$ cat config.mk
export PLATFORM = sky130hd
export DESIGN_NAME = painel_scan_ctrl
export DESIGN_NICKNAME = d
export VERILOG_FILES = /design/src/rtl/painel_scan_ctrl.sv
export SDC_FILE = /design/constraint.sdc
export NUM_CORES = 1
export LEC_CHECK = 0
export BUFFER_PORTS_ARGS = -buffer_cell sky130_fd_sc_hd__buf_2
export CAP_MARGIN = 25
export CORE_MARGIN = 2
export CORE_UTILIZATION = 45
export DETAILED_ROUTE_END_ITERATION = 10
export GPL_TIMING_DRIVEN = 0
export PLACE_DENSITY = 0.69
export SLEW_MARGIN = 5
export SYNTH_ARGS = -nofsm -noshare
export SYNTH_HDL_FRONTEND = slang
export SYNTH_SLANG_ARGS = --single-unit
$ cat constraint.sdc
create_clock -name clk -period 3.15 [get_ports clk]
set_input_delay 0.315 -clock clk [delete_from_list [all_inputs] [get_ports clk]]
set_output_delay 0.315 -clock clk [all_outputs]
set_load 0.005 [all_outputs]
$ cat src/rtl/painel_scan_ctrl.sv
// Column-scan sequencer for a 5x7 LED panel: fetches each column's row pattern from a
// synchronous ROM, lights it, blanks, and scrolls the message every SCROLL_FRAMES frames.
module painel_scan_ctrl #(
  parameter int unsigned COL_TICKS     = 1000,
  parameter int unsigned BLANK_TICKS   = 50,
  parameter int unsigned SCROLL_FRAMES = 20,
  parameter int unsigned MSG_LEN       = 32,
  parameter int unsigned AW            = 7
) (
  input  logic                       clk,
  input  logic                       rst_n,
  input  logic                       ch0,
  input  logic                       ch1,
  input  logic                       en,
  output logic [AW-1:0]              rom_addr,
  input  logic [4:0]                 rom_data,
  output logic [6:0]                 col,
  output logic [4:0]                 lin,
  output logic                       frame_tick,
  output logic [$clog2(MSG_LEN)-1:0] offset
);

  localparam int unsigned OffW     = $clog2(MSG_LEN);
  localparam int unsigned MaxTicks = (COL_TICKS > BLANK_TICKS) ? COL_TICKS : BLANK_TICKS;
  localparam int unsigned TickW    = $clog2(MaxTicks) + 1;
  localparam int unsigned FrmW     = (SCROLL_FRAMES > 1) ? $clog2(SCROLL_FRAMES) : 1;
  localparam bit          HasBlank = (BLANK_TICKS != 0);

  localparam logic [TickW-1:0] ShowLast  = TickW'(COL_TICKS - 1);
  localparam logic [TickW-1:0] BlankLast = TickW'(HasBlank ? BLANK_TICKS - 1 : 0);
  localparam logic [FrmW-1:0]  FrameLast = FrmW'(SCROLL_FRAMES - 1);

  typedef enum logic [2:0] {StIdle, StFetch, StLoad, StShow, StBlank} state_e;

  state_e             state_q, state_d;
  logic [2:0]         col_idx_q, col_idx_d;
  logic [TickW-1:0]   tick_q, tick_d;
  logic [FrmW-1:0]    frame_q, frame_d;
  logic [OffW-1:0]    offset_q, offset_d;
  logic [1:0]         msg_q, msg_d;
  logic [1:0]         sync1_q, sw_s;
  logic [AW-1:0]      addr_q, addr_d;
  logic [6:0]         col_q, col_d;
  logic [4:0]         lin_q, lin_d;
  logic               col_end, frame_end;

  // Last cycle of a column: end of BLANK, or end of SHOW when there is no blank phase.
  assign col_end   = (state_q == StShow && tick_q == ShowLast && !HasBlank) ||
                     (state_q == StBlank && tick_q == BlankLast);
  assign frame_end = col_end && (col_idx_q == 3'd6);

  always_ff @(posedge clk or negedge rst_n) begin
    if (!rst_n) begin
      state_q   <= StIdle;
      col_idx_q <= '0;
      tick_q    <= '0;
      frame_q   <= '0;
      offset_q  <= '0;
      msg_q     <= '0;
      sync1_q   <= '0;
      sw_s      <= '0;
      addr_q    <= '0;
      col_q     <= '0;
      lin_q     <= '0;
    end else begin
      state_q   <= state_d;
      col_idx_q <= col_idx_d;
      tick_q    <= tick_d;
      frame_q   <= frame_d;
      offset_q  <= offset_d;
      msg_q     <= msg_d;
      sync1_q   <= {ch1, ch0};
      sw_s      <= sync1_q;
      addr_q    <= addr_d;
      col_q     <= col_d;
      lin_q     <= lin_d;
    end
  end

  always_comb begin
    state_d   = state_q;
    col_idx_d = col_idx_q;
    tick_d    = tick_q;
    unique case (state_q)
      StIdle: begin
        if (en) begin
          state_d   = StFetch;
          col_idx_d = '0;
        end
      end
      StFetch: state_d = StLoad;
      StLoad: begin
        state_d = StShow;
        tick_d  = '0;
      end
      StShow: begin
        if (tick_q == ShowLast) begin
          if (HasBlank) begin
            state_d = StBlank;
            tick_d  = '0;
          end
        end else begin
          tick_d = tick_q + 1'b1;
        end
      end
      StBlank: begin
        if (tick_q != BlankLast) tick_d = tick_q + 1'b1;
      end
      default: state_d = StIdle;
    endcase

    if (col_end) begin
      if (col_idx_q != 3'd6) begin
        col_idx_d = col_idx_q + 3'd1;
        state_d   = StFetch;
      end else begin
        col_idx_d = '0;
        state_d   = en ? StFetch : StIdle;
      end
    end
  end

  // Message select and scroll offset only move at the frame boundary; a new message wins
  // over a coincident scroll step so every message starts from its first column.
  always_comb begin
    msg_d    = msg_q;
    frame_d  = frame_q;
    offset_d = offset_q;
    if (frame_end) begin
      msg_d = sw_s;
      if (sw_s != msg_q) begin
        frame_d  = '0;
        offset_d = '0;
      end else if (frame_q == FrameLast) begin
        frame_d  = '0;
        offset_d = offset_q + 1'b1;
      end else begin
        frame_d = frame_q + 1'b1;
      end
    end
  end

  always_comb begin
    col_d  = '0;
    lin_d  = '0;
    addr_d = addr_q;
    if (state_d == StFetch) begin
      addr_d = AW'({msg_d, offset_d + OffW'(col_idx_d)});
    end
    if (state_d == StShow) begin
      col_d = 7'b1 << col_idx_d;
      lin_d = (state_q == StLoad) ? rom_data : lin_q;
    end
  end

  assign rom_addr   = addr_q;
  assign col        = col_q;
  assign lin        = lin_q;
  assign frame_tick = frame_end;
  assign offset     = offset_q;

endmodule

==> results of run 1 <==
[metal layers]
layer | wire, µm | global-route usage | vias up
li1 | - | - | 1064
met1 | 2570 | 0.234 | 990
met2 | 2470 | 0.271 | 47
met3 | 200 | 0.0378 | 8
met4 | 88 | 0.0661 | 0
met5 | 0 | 0 | -
[per-stage QoR]
step | power, mW | std cells
after global placement | 1.10 | 385
after global routing | 1.60 | 400
after floorplan | 1.02 | 276
after detailed placement | 1.11 | 386
after CTS | 1.53 | 398
final | 1.51 | 400
[critical path, delay by kind of cell (launching register included)]
kind | cells | cell delay, ns
flops | 1 | 0.40
simple gates | 5 | 1.24
compound gates | 3 | 0.41
buf+inv | 3 | 0.17
fa+ha+maj | 3 | 0.69
[flip-flops by register name (all words and copies together) (netlist names)]
register	cells
state_q	3
tick_q	11
offset	5
msg_q	2
sync1_q	2
frame_q	5
sw_s	2
col	7
rom_addr	7
lin	5
col_idx_q	3
[cell type report]
| class | count | area [µm²] | area share |
|---|---|---|---|
| Inverter | 11 | 41.3 | 0.0131 |
| Multi-Input combinational cell | 204 | 1340 | 0.426 |
| Sequential cell | 52 | 1300 | 0.414 |
| Clock buffer | 8 | 90.1 | 0.0286 |
| Timing Repair Buffer | 42 | 249 | 0.0791 |
| Tap cell | 75 | 93.8 | 0.0298 |
| Buffer | 8 | 30.0 | 0.00954 |
[timing repair]
item,in CTS,in global routing
endpoints found under the hold margin,22,0
pin swaps,2,8
gates resized for setup,8,9
gates cloned,0,0
buffers inserted,4,2
hold buffers,1,0
endpoints found under the setup margin,2,1
[cell usage after synthesis (7+ instances only)]
cell type  instances
dfrtp_1           52
nand2_1           36
nor2_1            26
o21ai_0           23
a21oi_1           18
inv_1             11
clkbuf_1           9
nand3_1            9
xnor2_1            8
ha_1               7
nor3_1             7
[power breakdown]
part	total (mW)	internal [mW]	switching, mW
logic	0.311	0.144	0.167
clock network	0.391	0.180	0.211
registers	0.807	0.737	0.0703
[worst max path at each step]
| stage | startpoint | to | slack [ns] | cells after the start |
|---|---|---|---|---|
| after floorplan | tick_q[0] | rom_addr[4] | 0.11 | 14 |
| after global placement | tick_q[0] | rom_addr[4] | -0.30 | 14 |
| after detailed placement | tick_q[0] | rom_addr[4] | -0.34 | 13 |
| after CTS | tick_q[1] | rom_addr[4] | 0.0004 | 14 |
| after global routing | tick_q[1] | rom_addr[4] | -0.08 | 14 |
| final | tick_q[1] | rom_addr[4] | 0.13 | 14 |
[logic make-up after synthesis]
group / share of synthesized area
AND/OR/NAND/NOR: 0.245
AO/OA/AOI/OAI: 0.142
flip-flops: 0.486
buffers and inverters: 0.0280
XOR/XNOR: 0.0392
adder cells (fa/ha/maj): 0.0402
multiplexers: 0.0206
==> impl_metrics.ini, run 1 <==
[timing]
finalHoldViolCount = 0
min_period_ns = 3.02
post-route-period-util = 0.959
fmax_ghz = 0.331
slew_headroom = 0.458
hold_slack_ns = 0.116
finalSetupViolations = 0
rsz0062_at_grt = yes
skew_ns = 0.0112
worst_slack_ns = 0.130
final.setup.tns_ns = 0
worst_pin_slew_ns = 0.812
slew_viol_final = 0

[global_routing]
antenna_found_initial = 0
grt_pass1_wl_um = 8840
globalRouteOverflowTotal = 0
grtUsageTotal = 0.173
first_global_vias = 1885
grt_start_max_net_pins = 31

[run_status]
status = finished clean

[place]
place_ws_ns = -0.342
place.gp.congestion = 0.826
dpl_cell_area_mm2 = 0.00296
port_buffers = 34
hpwl_um = 3740

[detailed_routing]
drt-total-wl_um = 5330
firstDrtPassIters = 4
wire_per_inst_um = 13.3
route.vias.total = 2109
drcViolationCount = 0
ant_nets = 0
routed_via_density = 5.27
drt_iter0_drc = 103

[clock_network]
cts_tree = yes
clk_path_buf_depth = 2
ctsRootBufferMaster = clkbuf_8
clock_latency_ns = 0.31
numCtsBuffers = 5
cts.htree.levels = 2
cts_sinks = 52
path_clk_slew_ns = 0.09

[final_layout]
n_fill_cell = 533
area_growth_pct = 17.6
stdcell_area_mm2 = 0.00315
utilization = 0.538
final_common_cell = dfrtp_1
antenna_cells = 0
drive_gt1_frac = 0.243
fin_nets = 342
final_cell_mix = dfrtp_1, nand2_1, buf_2

[logic_synthesis]
yosys-top-cells-area = dfrtp_1, nand2_1, o21ai_0
syn_nets = 294
avgSynthCellArea_um2 = 9.71
seq_area_frac_synth = 0.486
ys_types = 51
ys_seq_elements = 52
synthCells = 276
netlist_area_mm2 = 0.00268
async_flop_share = 1.00
ys_warn_count = 0
synth_edf_count = 0
synthDominantCellAreaShare = 0.486
synth_flop_cell = dfrtp_1
yosys.area.top_type = dfrtp_1

[hold_path]
worstHoldEndpoint = sync1_q[0]
worstHoldPathCells = 1
worst_hold_path_type = in2reg
min_from = ch0

[power]
power.leakage_nw = 1.48
power.density_mw_per_mm2 = 479
max-vdd-ir-drop_uv = 225

[critical_path]
worstPathArrival_ns = 3.24
crit_path_start_kind = flop
slowest_delay_ns = 0.47
crit_path_end_kind = flop
r2r_cells = 14
slowest_stage = or4b_1
crit_path_cell_trace = inv_1 -> ha_1 -> nor4b_4 -> nand4_4 -> nor3_4 -> nand2_2 -> o21ai_2 -> ha_2 -> inv_1 -> fa_2 -> inv_2 -> a21oi_2 -> or4b_1 -> a31oi_1
crit_fanout = 5
cp_data_required_time_ns = 3.37
rr_startpoint = tick_q[1]
reg2reg_slack_ns = 0.13
critPathMostFrequentCell = inv_1
critPathKind = reg2reg
r2r_end = rom_addr[4]

[floorplanning]
start_util = 0.458
die_w_um = 81.2
core_area_mm2 = 0.00585
die_area_mm2 = 0.00659
rows = 28
die_h_um = 81.2
io-pin-count = 35

[run]
drv_cap = 0
No activity file was read; power rests on OpenSTA's default activity.
==> run 2, diff against run 1 <==
==> constraint.sdc (replaced) <==
create_clock -name clk -period 2.77 [get_ports clk]
set_input_delay 0.277 -clock clk [delete_from_list [all_inputs] [get_ports clk]]
set_output_delay 0.277 -clock clk [all_outputs]
set_load 0.005 [all_outputs]
==> run 2 against run 1 <==
  * The flow now finishes with violations (negative setup slack)
  * Critical endpoint unchanged
  * Die area stayed put
  * Wire length is 6.5% higher
  * Design area increased by 1.8%
  * Critical path type unchanged
  * First-iteration DRC count fell by 18%
  * Fmax rose by 0.50%
==> impl_metrics.ini, run 2 (synthesized netlist as in run 1, its figures left out) <==
[timing]
hold_slack_ns = 0.0775
skew_ns = 0.00386
fmax_ghz = 0.333
worst_slack_ns = -0.235
finalSetupViolations = 3
slew_viol_final = 0
slew_headroom = 0.505
min_period_ns = 3.01
worst_pin_slew_ns = 0.742
rsz0062_at_grt = yes
post-route-period-util = 1.09
finalHoldViolCount = 0

[floorplanning]
io-pin-count = 35
rows = 28
core_area_mm2 = 0.00585
die_h_um = 81.2
die_w_um = 81.2
start_util = 0.458
die_area_mm2 = 0.00659

[final_layout]
fin_nets = 350
drive_gt1_frac = 0.277
largest_register_ffs = 11
area_growth_pct = 19.7
antenna_cells = 0
top_register = tick_q
final_common_cell = dfrtp_1
final_cell_mix = dfrtp_1, nand2_1, buf_2
multi_input_area_mm2 = 0.00135
seq_area_mm2 = 0.00130
n_fill_cell = 518
utilization = 0.548

[detailed_routing]
ant_nets = 0
routed_via_density = 5.39
drcViolationCount = 0
wl_met1_um = 2630
drt_iter0_drc = 84
wire_per_inst_um = 13.9
route.vias.total = 2195
drt-total-wl_um = 5670
wl_met3_um = 239
firstDrtPassIters = 4
met2_length_um = 2710
highest-signal-layer = met4

[place]
place.gp.congestion = 0.777
place_ws_ns = -0.562
hpwl_um = 3890
port_buffers = 34

[clock_network]
cts_sinks = 52
ctsRootBufferMaster = clkbuf_8
clk_path_buf_depth = 2
cts_tree = yes
clock_latency_ns = 0.30
cts.htree.levels = 2
numCtsBuffers = 5
path_clk_slew_ns = 0.09

[power]
max-vdd-ir-drop_uv = 293
power.leakage_nw = 1.51
power.density_mw_per_mm2 = 528

[critical_path]
r2r_cells = 14
crit_path_start_kind = flop
critPathKind = reg2reg
crit_path_end_kind = flop
crit_fanout = 5
slowest_stage = or4b_1
crit_path_cell_trace = inv_1 -> ha_2 -> nor4b_4 -> nand4_4 -> nor3_4 -> nand2_2 -> o21ai_2 -> ha_2 -> inv_2 -> fa_2 -> inv_2 -> a21oi_2 -> or4b_1 -> a31oi_1
worstPathArrival_ns = 3.23
cp_data_required_time_ns = 3.00
slowest_delay_ns = 0.47

[global_routing]
grtUsageTotal = 0.189
grt_start_max_net_pins = 36
first_global_vias = 2032
antenna_found_initial = 0
grt_pass1_wl_um = 9640
globalRouteOverflowTotal = 0

[hold_path]
worstHoldPathCells = 1
worst_hold_path_type = in2reg

[run]
drv_cap = 0

[run_status]
violations = negative setup slack
status = finished with violations
-- run 2: path summary, 6_finish.rpt --
kind / startpoint / to / slack [ns]
setup / recovery: tick_q[1] / rom_addr[4] / -0.24
hold / removal: ch1 / sync1_q[1] / 0.08
setup reg to reg: tick_q[1] / rom_addr[4] / -0.24
hold reg to reg: sync1_q[0] / sw_s[0] / 0.35
max in group asynchronous: rst_n / offset[2] / 1.82
min in group asynchronous: rst_n / lin[4] / 0.43
-- run 2: critical path: cells and delay by family, from the launching register on --
family	cells	cell delay (ns)
AOI/OAI and AO/OA	3	0.38
adders and majority gates	3	0.72
buffers and inverters	3	0.16
DFF	1	0.39
and+or+nand+nor	5	1.29
-- run 2: layout make-up --
class                           count  share of cell area
Buffer                              8             0.00937
Clock buffer                        6              0.0226
Clock inverter                      1             0.00156
Inverter                           11              0.0129
Multi-Input combinational cell    204               0.422
Sequential cell                    52               0.406
Tap cell                           75              0.0293
Timing Repair Buffer               50              0.0964
-- run 2: repair_timing --
item                                    in CTS  in global routing
endpoints found under the setup margin       4                  4
hold buffers                                 1                  0
pin swaps                                    8                  1
endpoints found under the hold margin       17                  0
gates resized for setup                     12                  5
setup buffers                               10                  4
-- run 2: metal layers --
layer,up-vias,global-route usage
li1,1083,-
met1,1047,0.256
met2,57,0.299
met3,8,0.0400
met4,0,0.0661
met5,-,0
-- run 2: report_power, final --
group / internal (mW) / switching [mW] / total [mW]
combinational: 0.165 / 0.201 / 0.366
sequential: 0.838 / 0.0794 / 0.918
clock: 0.173 / 0.238 / 0.410
-- run 2: through the flow --
| stage | area (µm²) | setup TNS (ns) | std cells | power [mW] |
|---|---|---|---|---|
| floorplan | 2690 | -0.213 | 276 | 1.16 |
| global placement | 2960 | -1.15 | 385 | 1.26 |
| detailed placement | 2980 | -1.24 | 386 | 1.27 |
| CTS | 3160 | -0.202 | 403 | 1.71 |
| global route | 3210 | -1.01 | 407 | 1.80 |
| finish | 3210 | -0.533 | 407 | 1.69 |
==> run 3, diff against run 2 <==
--- a/config.mk
+++ b/config.mk
@@ -9,9 +9,10 @@
 export CAP_MARGIN = 25
 export CORE_MARGIN = 2
 export CORE_UTILIZATION = 45
+export CTS_CLUSTER_SIZE = 20
 export DETAILED_ROUTE_END_ITERATION = 10
 export GPL_TIMING_DRIVEN = 0
-export PLACE_DENSITY = 0.69
+export PLACE_DENSITY = 0.67
 export SLEW_MARGIN = 5
 export SYNTH_ARGS = -nofsm -noshare
 export SYNTH_HDL_FRONTEND = slang
==> constraint.sdc (replaced) <==
create_clock -name clk -period 3.05 [get_ports clk]
set_input_delay 0.305 -clock clk [delete_from_list [all_inputs] [get_ports clk]]
set_output_delay 0.305 -clock clk [all_outputs]
set_load 0.005 [all_outputs]
==> run 3 against run 2 <==
  * The flow still finishes with violations (negative setup slack)
  * Non-clock buffer count fell by 2
  * Clock-buffer cell count did not move
  * Worst hold slack got worse by 0.057 ns
  * Sequential power fell by 9.4%
  * Combinational power fell by 2%
  * Utilization rose by 0.51 points
  * Fmax fell by 3.0%
  * Register-to-register slack improved by 0.19 ns
  * Power fell by 1.9%
  * Clock power rose by 15%
  * Flip-flop and latch count did not move
  * Wire length fell by 2.1%
  * Critical path type unchanged
  * Largest cell class unchanged
  * Largest power group unchanged
==> impl_metrics.ini, run 3 (synthesized netlist as in run 1, its figures left out) <==
[run_status]
status = finished with violations
violations = negative setup slack

[run]
drv_cap = 0

[global_routing]
grt_pass1_wl_um = 9650
grt_start_max_net_pins = 30
globalRouteOverflowTotal = 0
grtUsageTotal = 0.189
first_global_vias = 2108
antenna_found_initial = 0

[clock_network]
cts_sinks = 52
cts_tree = yes
ctsRootBufferMaster = clkbuf_8
numCtsBuffers = 5
clk_path_buf_depth = 2
clock_latency_ns = 0.31
path_clk_slew_ns = 0.10
cts.htree.levels = 2

[timing]
slew_headroom = 0.481
post-route-period-util = 1.02
slew_viol_final = 0
fmax_ghz = 0.323
worst_pin_slew_ns = 0.778
finalSetupViolations = 1
final.setup.tns_ns = -0.0485
rsz0062_at_grt = yes
finalHoldViolCount = 0
min_period_ns = 3.10
hold_slack_ns = 0.0203
worst_slack_ns = -0.0485
skew_ns = 0.0156

[floorplanning]
start_util = 0.458
core_area_mm2 = 0.00585
die_area_mm2 = 0.00659
rows = 28
die_h_um = 81.2
io-pin-count = 35
die_w_um = 81.2

[critical_path]
worstPathArrival_ns = 3.33
crit_path_start_kind = flop
cp_data_required_time_ns = 3.28
crit_path_end_kind = flop
critPathKind = reg2reg
crit_fanout = 3

[place]
hpwl_um = 3900
dpl_cell_area_mm2 = 0.00296
port_buffers = 34
place.gp.congestion = 0.822
placed_cells = 386
place_ws_ns = -0.456

[final_layout]
multi_input_area_mm2 = 0.00137
top_register = tick_q
seq_area_mm2 = 0.00130
drive_gt1_frac = 0.281
utilization = 0.553
antenna_cells = 0
final_cell_mix = dfrtp_1, nand2_1, buf_2
finalNonFillerCells = 406
largest_register_ffs = 11
final_common_cell = dfrtp_1
area_growth_pct = 20.8
fin_nets = 348
n_fill_cell = 528
stdcell_area_mm2 = 0.00324

[detailed_routing]
routed_via_density = 5.38
firstDrtPassIters = 4
ant_nets = 0
route.vias.total = 2186
wire_per_inst_um = 13.7
drt-total-wl_um = 5550
drt_iter0_drc = 104
drcViolationCount = 0

[hold_path]
worst_hold_path_type = in2async

[power]
power.density_mw_per_mm2 = 513
power.leakage_nw = 1.50
power_mw = 1.66
max-vdd-ir-drop_uv = 203
==> run 3: cell count changes in the layout (fill, tap and decap cells not counted), sizes merged <==
cell         previous run  this run
buf                    49        48
bufinv                  0         1
dlygate4sd3             1         0
==> run 3: path summary, 6_finish.rpt <==
kind,start,end,slack (ns),depth (start not counted)
worst max-delay path,tick_q[0],rom_addr[4],-0.05,15
worst min-delay path,rst_n,col[3],0.02,1
worst max register to register,tick_q[0],rom_addr[4],-0.05,15
worst min register to register,sync1_q[1],sw_s[1],0.35,0
max in group asynchronous,rst_n,msg_q[1],2.46,2
min in group clk,ch0,sync1_q[0],0.09,1
==> run 3: cell type report <==
type                    instances  share of cell area
repair buffers                 48              0.0889
multi-input cells             204               0.424
flip-flops and latches         52               0.403
inverters                      11              0.0128
well taps                      75              0.0290
plain buffers                   8             0.00928
clock buffers                   6              0.0224
clock inverters                 2              0.0108
==> run 3: power by group <==
part / internal (mW) / leakage [nW] / switching, mW
sequential: 0.761 / 0.665 / 0.0711
combinational: 0.174 / 0.776 / 0.183
clock: 0.244 / 0.0552 / 0.227
==> run 3: per-layer routing <==
layer | wire, µm | vias to the layer above | global-route usage
met5 | 0 | - | 0
met4 | 53 | 0 | 0.0610
met3 | 232 | 6 | 0.0433
met2 | 2700 | 51 | 0.315
met1 | 2570 | 1048 | 0.245
li1 | - | 1081 | -
==> run 3: critical path, stage by stage (launching register included) <==
cell and delay, ns:
dfrtp_2 0.44, ha_2 0.19, nor4b_4 0.13, buf_4 0.14, buf_4 0.12, and4_2 0.24
o21ai_4 0.17, buf_4 0.13, o21ai_0 0.08, nand2_1 0.14, inv_2 0.05, fa_2 0.40
inv_2 0.08, a21oi_4 0.06, or4b_1 0.47, a31oi_1 0.18
==> run 3: repair_timing <==
action / in CTS / in global routing
hold endpoints to repair: 0 / 0
resized for setup: 17 / 6
setup buffers: 11 / 2
hold buffers: 0 / 0
setup endpoints to repair: 4 / 1
pin swaps: 8 / 3
gates cloned: 0 / 0
